**config.mk**
```make
export PLATFORM = sky130hd
export DESIGN_NAME = key_word_writer
export DESIGN_NICKNAME = d
export VERILOG_FILES = /design/src/rtl/key_pkg.sv /design/src/rtl/key_word_writer.sv
export SDC_FILE = /design/constraint.sdc
export NUM_CORES = 1
export LEC_CHECK = 0
export ABC_CLOCK_PERIOD_IN_PS = 3200
export CAP_MARGIN = 10
export CORE_ASPECT_RATIO = 1.2
export CORE_MARGIN = 2
export CORE_UTILIZATION = 35
export DETAILED_ROUTE_END_ITERATION = 16
export HOLD_SLACK_MARGIN = 0.05
export PLACE_DENSITY = 0.63
export SLEW_MARGIN = 20
export SYNTH_ARGS = -nofsm -noshare
export SYNTH_HDL_FRONTEND = slang
export SYNTH_SLANG_ARGS = --single-unit
```
**constraint.sdc**
```tcl
create_clock -name clk -period 3.2 [get_ports clk]
set_input_delay 0.96 -clock clk [delete_from_list [all_inputs] [get_ports clk]]
set_output_delay 0.96 -clock clk [all_outputs]
set_load 0.05 [all_outputs]
```
**src/rtl/key_pkg.sv**
```systemverilog
// key_pkg: shared constants and FSM state type for key_word_writer; KEY_WRITER_PARITY_EN adds the PARITY state
package key_pkg;
    localparam int NUM_KEY_WORDS = 3;
    localparam int DEFAULT_WORD_W = 8;
`ifdef KEY_WRITER_PARITY_EN
    typedef enum logic [1:0] {IDLE, SEND, PARITY, DONE} state_t;
`else
    typedef enum logic [1:0] {IDLE, SEND, DONE} state_t;
`endif
endpackage

```
**src/rtl/key_word_writer.sv**
```systemverilog
// key_word_writer: writes a captured 3-word key into a FIFO, least-significant word first
// KEY_WRITER_PARITY_EN appends one XOR parity word after the key words
module key_word_writer
    import key_pkg::*;
#(
    parameter int WORD_W = DEFAULT_WORD_W
) (
    input  logic                            clk,
    input  logic                            n_rst,
    input  logic                            key_valid,
    input  logic [NUM_KEY_WORDS*WORD_W-1:0] key_data,
    output logic                            key_ready,
    input  logic                            fifo_full,
    output logic                            fifo_wr,
    output logic [WORD_W-1:0]               fifo_wdata,
    input  logic                            flush,
    output logic                            busy,
    output logic [1:0]                      word_idx,
    output logic                            done
);
    state_t state, state_nx;
    logic [NUM_KEY_WORDS*WORD_W-1:0] key_q;
    logic [WORD_W-1:0] words [NUM_KEY_WORDS];
    logic capture, last_word;

    always_comb begin
        for (int k = 0; k < NUM_KEY_WORDS; k++) words[k] = key_q[k*WORD_W +: WORD_W];
    end

    assign capture   = state == IDLE && key_valid && !flush;
    assign last_word = word_idx == 2'(NUM_KEY_WORDS - 1);
    assign key_ready = state == IDLE;
    assign busy      = state != IDLE;
    assign done      = state == DONE && !flush;

`ifdef KEY_WRITER_PARITY_EN
    logic [WORD_W-1:0] parity;
    always_comb begin
        parity = '0;
        for (int k = 0; k < NUM_KEY_WORDS; k++) parity = parity ^ words[k];
    end
    assign fifo_wr    = (state == SEND || state == PARITY) && !fifo_full && !flush;
    assign fifo_wdata = state == PARITY ? parity : words[word_idx];
    localparam state_t AFTER_SEND = PARITY;
`else
    assign fifo_wr    = state == SEND && !fifo_full && !flush;
    assign fifo_wdata = words[word_idx];
    localparam state_t AFTER_SEND = DONE;
`endif

    always_comb begin
        state_nx = IDLE;
        case (state)
            IDLE:    state_nx = capture ? SEND : IDLE;
            SEND:    state_nx = fifo_wr && last_word ? AFTER_SEND : SEND;
`ifdef KEY_WRITER_PARITY_EN
            PARITY:  state_nx = fifo_wr ? DONE : PARITY;
`endif
            default: state_nx = IDLE;
        endcase
        if (flush) state_nx = IDLE;
    end

    // word_idx wraps to 0 on the last key word, so it is already 0 in PARITY/DONE
    always_ff @(posedge clk or negedge n_rst) begin
        if (!n_rst) begin
            state    <= IDLE;
            key_q    <= '0;
            word_idx <= '0;
        end else begin
            state <= state_nx;
            if (capture) key_q <= key_data;
            if (flush || capture || state == DONE) word_idx <= '0;
            else if (state == SEND && fifo_wr) word_idx <= last_word ? 2'd0 : word_idx + 2'd1;
        end
    end
endmodule

```
=== Yosys cells after proc, flatten, opt, wreduce, memory -nomap -nowiden ===
Index checks and enable logic that the tools add are counted.

* Register bits after elaboration: 28
* Input bits: 29

* Bitwise logic cells: 1
* Equal/unequal tests: 3
* Multiplexer cells: 10
* Magnitude comparators: 1
* Add/sub/neg operators: 1
* Reductions and logical operators: 14

{| class="wikitable"
|+ Operators by type and width
! kind !! number
|-
| binary-select mux 8 bit (select 2 bit) || 1
|-
| two-way mux 8 bit || 2
|-
| two-way mux 2 bit || 5
|-
| logical AND 1 bit || 7
|-
| equality test 2 bit, second input constant || 2
|-
| one-hot mux 2 bit (2 select lines) || 1
|-
| nonzero test 2 bit || 2
|-
| >= comparator 3 bit, second input constant || 1
|-
| inverter 2 -> 3 bit || 1
|-
| adder 2 x 1 -> 2 bit, second input constant || 1
|-
| equality test 2 x 1 -> 1 bit, second input constant || 1
|-
| zero test 1 bit || 2
|-
| zero test 2 bit || 1
|-
| logical OR 1 bit || 2
|-
| two-way mux 1 bit || 1
|}

=== Logic depth before layout (Yosys ltp) ===
Gate-level depths: netlist of the first run.

* Depth in word-level cells: 7
* Mapped depth: 5

=== Worst setup path before layout of the first run ===
Ideal clock, no wire load.

* Kind: register to output
* From: register word_idx[1]
* To: output fifo_wdata[0]
* Setup slack: 0.065 ns
* Stages on the path, launching flop included: 4
* Path buffers: 1
* Data required time: 2.240 ns
* Arrival time: 2.175 ns
* Path through: dfrtp_1 buf_2 mux2i_1 o21ai_0

* Longest elaborated chain between the ends: 4

{| class="wikitable"
|+ RTL lines
! element !! line !! text
|-
| from (decl) || key_word_writer.sv:18 || <nowiki>output logic [1:0] word_idx,</nowiki>
|-
| from (signal assigned) || key_word_writer.sv:74 || <nowiki>else if (state == SEND && fifo_wr) word_idx <= last_word ? 2'd0 : word_idx + 2'd1;</nowiki>
|-
| inverter 2 -> 3 bit (implied by the code) || key_word_writer.sv:47 || <nowiki>assign fifo_wdata = words[word_idx];</nowiki>
|-
| binary-select mux 8 bit (select 2 bit) || key_word_writer.sv:47 ||
|-
| two-way mux 8 bit (implied by the code) (2 in a row) || key_word_writer.sv:47 ||
|-
| to (decl) || key_word_writer.sv:15 || <nowiki>output logic [WORD_W-1:0] fifo_wdata,</nowiki>
|}

No other way between the ends. The select of a mux whose other input is x is not followed.

=== Final worst setup path of the first run ===
* From: input flush
* To: output fifo_wr

* Longest elaborated chain between the ends: 2

{| class="wikitable"
|+ RTL lines
! element !! line !! text
|-
| from (decl) || key_word_writer.sv:16 || <nowiki>input logic flush,</nowiki>
|-
| zero test 1 bit || key_word_writer.sv:46 || <nowiki>assign fifo_wr = state == SEND && !fifo_full && !flush;</nowiki>
|-
| logical AND 1 bit || key_word_writer.sv:46 ||
|-
| to (decl) || key_word_writer.sv:14 || <nowiki>output logic fifo_wr,</nowiki>
|}

No other way between the ends.

==> results of run 1 <==
## cell type report
type                       instances  area, sq um
tap                               39         48.8
sequential                        28          701
timing repair buffer              47          558
inverter                           1         3.75
clock inverter                     1         30.0
clock buffer                       3         41.3
multi-input combinational         64          546
fill                             306         1650
## cell families after synthesis
family,count (synthesis),share of synthesized area
and+or+nand+nor,21,0.0993
buffers and inverters,6,0.0302
muxes,34,0.288
DFF,28,0.545
AOI/OAI and AO/OA,9,0.0370
## path summary, 6_finish.rpt
check	from	end	slack [ps]	depth (start not counted)
setup / recovery	flush	fifo_wr	80	3
hold / removal	key_q[21]$_DFFE_PN0P_	key_q[21]$_DFFE_PN0P_	500	1
setup reg to reg	state[1]$_DFF_PN0_	key_q[8]$_DFFE_PN0P_	1540	5
hold reg to reg	key_q[21]$_DFFE_PN0P_	key_q[21]$_DFFE_PN0P_	500	1
max in group asynchronous	n_rst	word_idx[1]$_DFFE_PN0P_	1880	2
min in group asynchronous	n_rst	key_q[10]$_DFFE_PN0P_	1060	2
## power groups by stage
stage                     registers, uW  logic [uW]  clock network [uW]
after detailed placement            450         334                   0
after CTS                           442         335                 287
after floorplan                     443         175                   0
after global placement              447         330                   0
final                               442         330                 276
after global routing                450         349                 298
## layout by cell type (no fill, tap or decap), drive strengths merged, types with 2 or more instances in the layout
cell type,n
clkdlybuf4s50,32
dfrtp,28
mux2,24
buf,15
mux2i,10
nand2,8
o21ai,8
nor2,6
clkbuf,3
nor3b,2
## routing by layer
layer  wire length, um  GRT usage  share of wire  vias to the layer above
li1                  -          -              -                      440
met1              1130      0.177           0.42                      464
met2              1380      0.233           0.51                       27
met3               123     0.0315          0.046                        6
met4                70     0.0631          0.026                        0
met5                 0          0              0                        -
## sequential cells by signal (all words and copies together) (netlist names)
signal,flops
key_q,24
state,2
word_idx,2
## worst max-delay path, cell delays in order
cell and delay [ps]:
clkdlybuf4s50_1 530, nor4b_2 470, buf_12 190
## through the flow
stage | hold WS (ps) | worst slack [ps] | cell area (sq um) | util | std cells
finish | 503 | 82.8 | 1930 | 0.540 | 183
global route | 525 | 17.3 | 1930 | 0.540 | 183
floorplan | 458 | 65.3 | 1280 | - | 98
global placement | 470 | 154 | 1860 | 0.520 | 179
detailed placement | 479 | 81.7 | 1860 | 0.520 | 179
CTS | 513 | 72.0 | 1930 | 0.540 | 183
==> impl_metrics.yaml, run 1 <==
grt:
  first_global_vias: 971
  grt-ovfl-total: 0
  grt_max_degree: 29
  grt_pass1_wl_um: 4500
  grt_use_total: 0.143
  antenna_found_initial: 0
clocking:
  cts_resized: 0
  clockRootBuffer: "clkbuf_8"
  worstSkewPairLatency_ps: 270
  numCtsBuffers: 3
  h-tree-depth: 1
  cts.sinks: 28
  clk_pin_slew_ps: 90
  ctsHoldBuffers: 0
  cts_buffer_depth: 2
  cts_setup_buffers: 0
  cts_tree: "done"
drt:
  drt_wl_total_um: 2700
  vias: 937
  drc: 0
  dr.pass1.iters: 2
  post_drt_wl_per_cell_um: 14.7
  ant_nets: 0
  via_per_inst: 5.12
  first_iter_violations: 28
floorplan:
  die_w_um: 59.3
  dieArea_sq_um: 4170
  start_util: 0.360
  ios: 43
  coreArea_sq_um: 3570
  dieHeight_um: 70.4
  num_rows: 24
timing:
  slew_headroom: 0.505
  min_period_ps: 3120
  finalSetupViolCount: 0
  clock.fmax_mhz: 321
  rsz0062_at_grt: "no"
  tns_ps: 0
  finalMaxSlewViolations: 0
  finClkSkew_ps: 4.40
  final-hold-violation-count: 0
  worst_pin_slew_ps: 740
  post-route-period-util: 0.974
synth:
  syn_inst: 98
  ys_types: 20
  synth_seq_area_share: 0.545
  syn_area_sq_um: 1280
  synthTopCellsByCount: "dfrtp_1 (28), mux2_2 (23), mux2i_1 (10)"
  yosys-top-cells-area: "dfrtp_1 (55%), mux2_2 (20%), mux2i_1 (7.8%)"
  yosys.area.top_type: "dfrtp_1"
  synth.most_common_cell: "dfrtp_1"
  synth_edf_count: 0
  synth_seq_cells: 28
  synth_nets: 127
  synth_warnings: 0
  synth_top_flop_cell: "dfrtp_1"
  synth_top_area_share: 0.545
  async_flop_share: 1.00
  avgSynthCellArea_sq_um: 13.1
power:
  p_comb_frac: 0.315
  p_sw_uw: 291
  leakage_uw: 0.000775
  powerDensity_nw_per_um2: 543
  cell_internal_pwr_uw: 757
  ir_drop_mv: 0.172
  total_power_uw: 1050
  p_sw_frac: 0.278
  clkPwrFrac: 0.263
  p_seq_frac: 0.422
run_status:
  status: "finished, final reports clean"
placed_design:
  gp_congestion: 0.730
  dpl.hpwl_um: 1950
  portBuffers: 42
critical_path:
  end_kind: "primary output"
  worstSetupStartpointType: "input port"
  crit_fanout: 5
  required_ps: 2240
  critPathKind: "input port to primary output"
  cp.arrival_ps: 2160
cells_and_area:
  drive_above_1_share: 0.319
  num_antenna_cells: 0
  area_delta_synth_final_pct: 50.0
  nets: 174
hold_path:
  min-delay-path-class: "register to register"
run:
  maxCapViolations: 0
(Power assumes the default switching activity.)
==> run 2: changes to the inputs <==
--- a/config.mk
+++ b/config.mk
@@ -13,7 +13,7 @@
 export DETAILED_ROUTE_END_ITERATION = 16
 export HOLD_SLACK_MARGIN = 0.05
 export PLACE_DENSITY = 0.63
-export SLEW_MARGIN = 20
+export SLEW_MARGIN = 5
 export SYNTH_ARGS = -nofsm -noshare
 export SYNTH_HDL_FRONTEND = slang
 export SYNTH_SLANG_ARGS = --single-unit
==> results of run 2 <==
The final DEF is identical to that of run 1; final timing and power are the same.
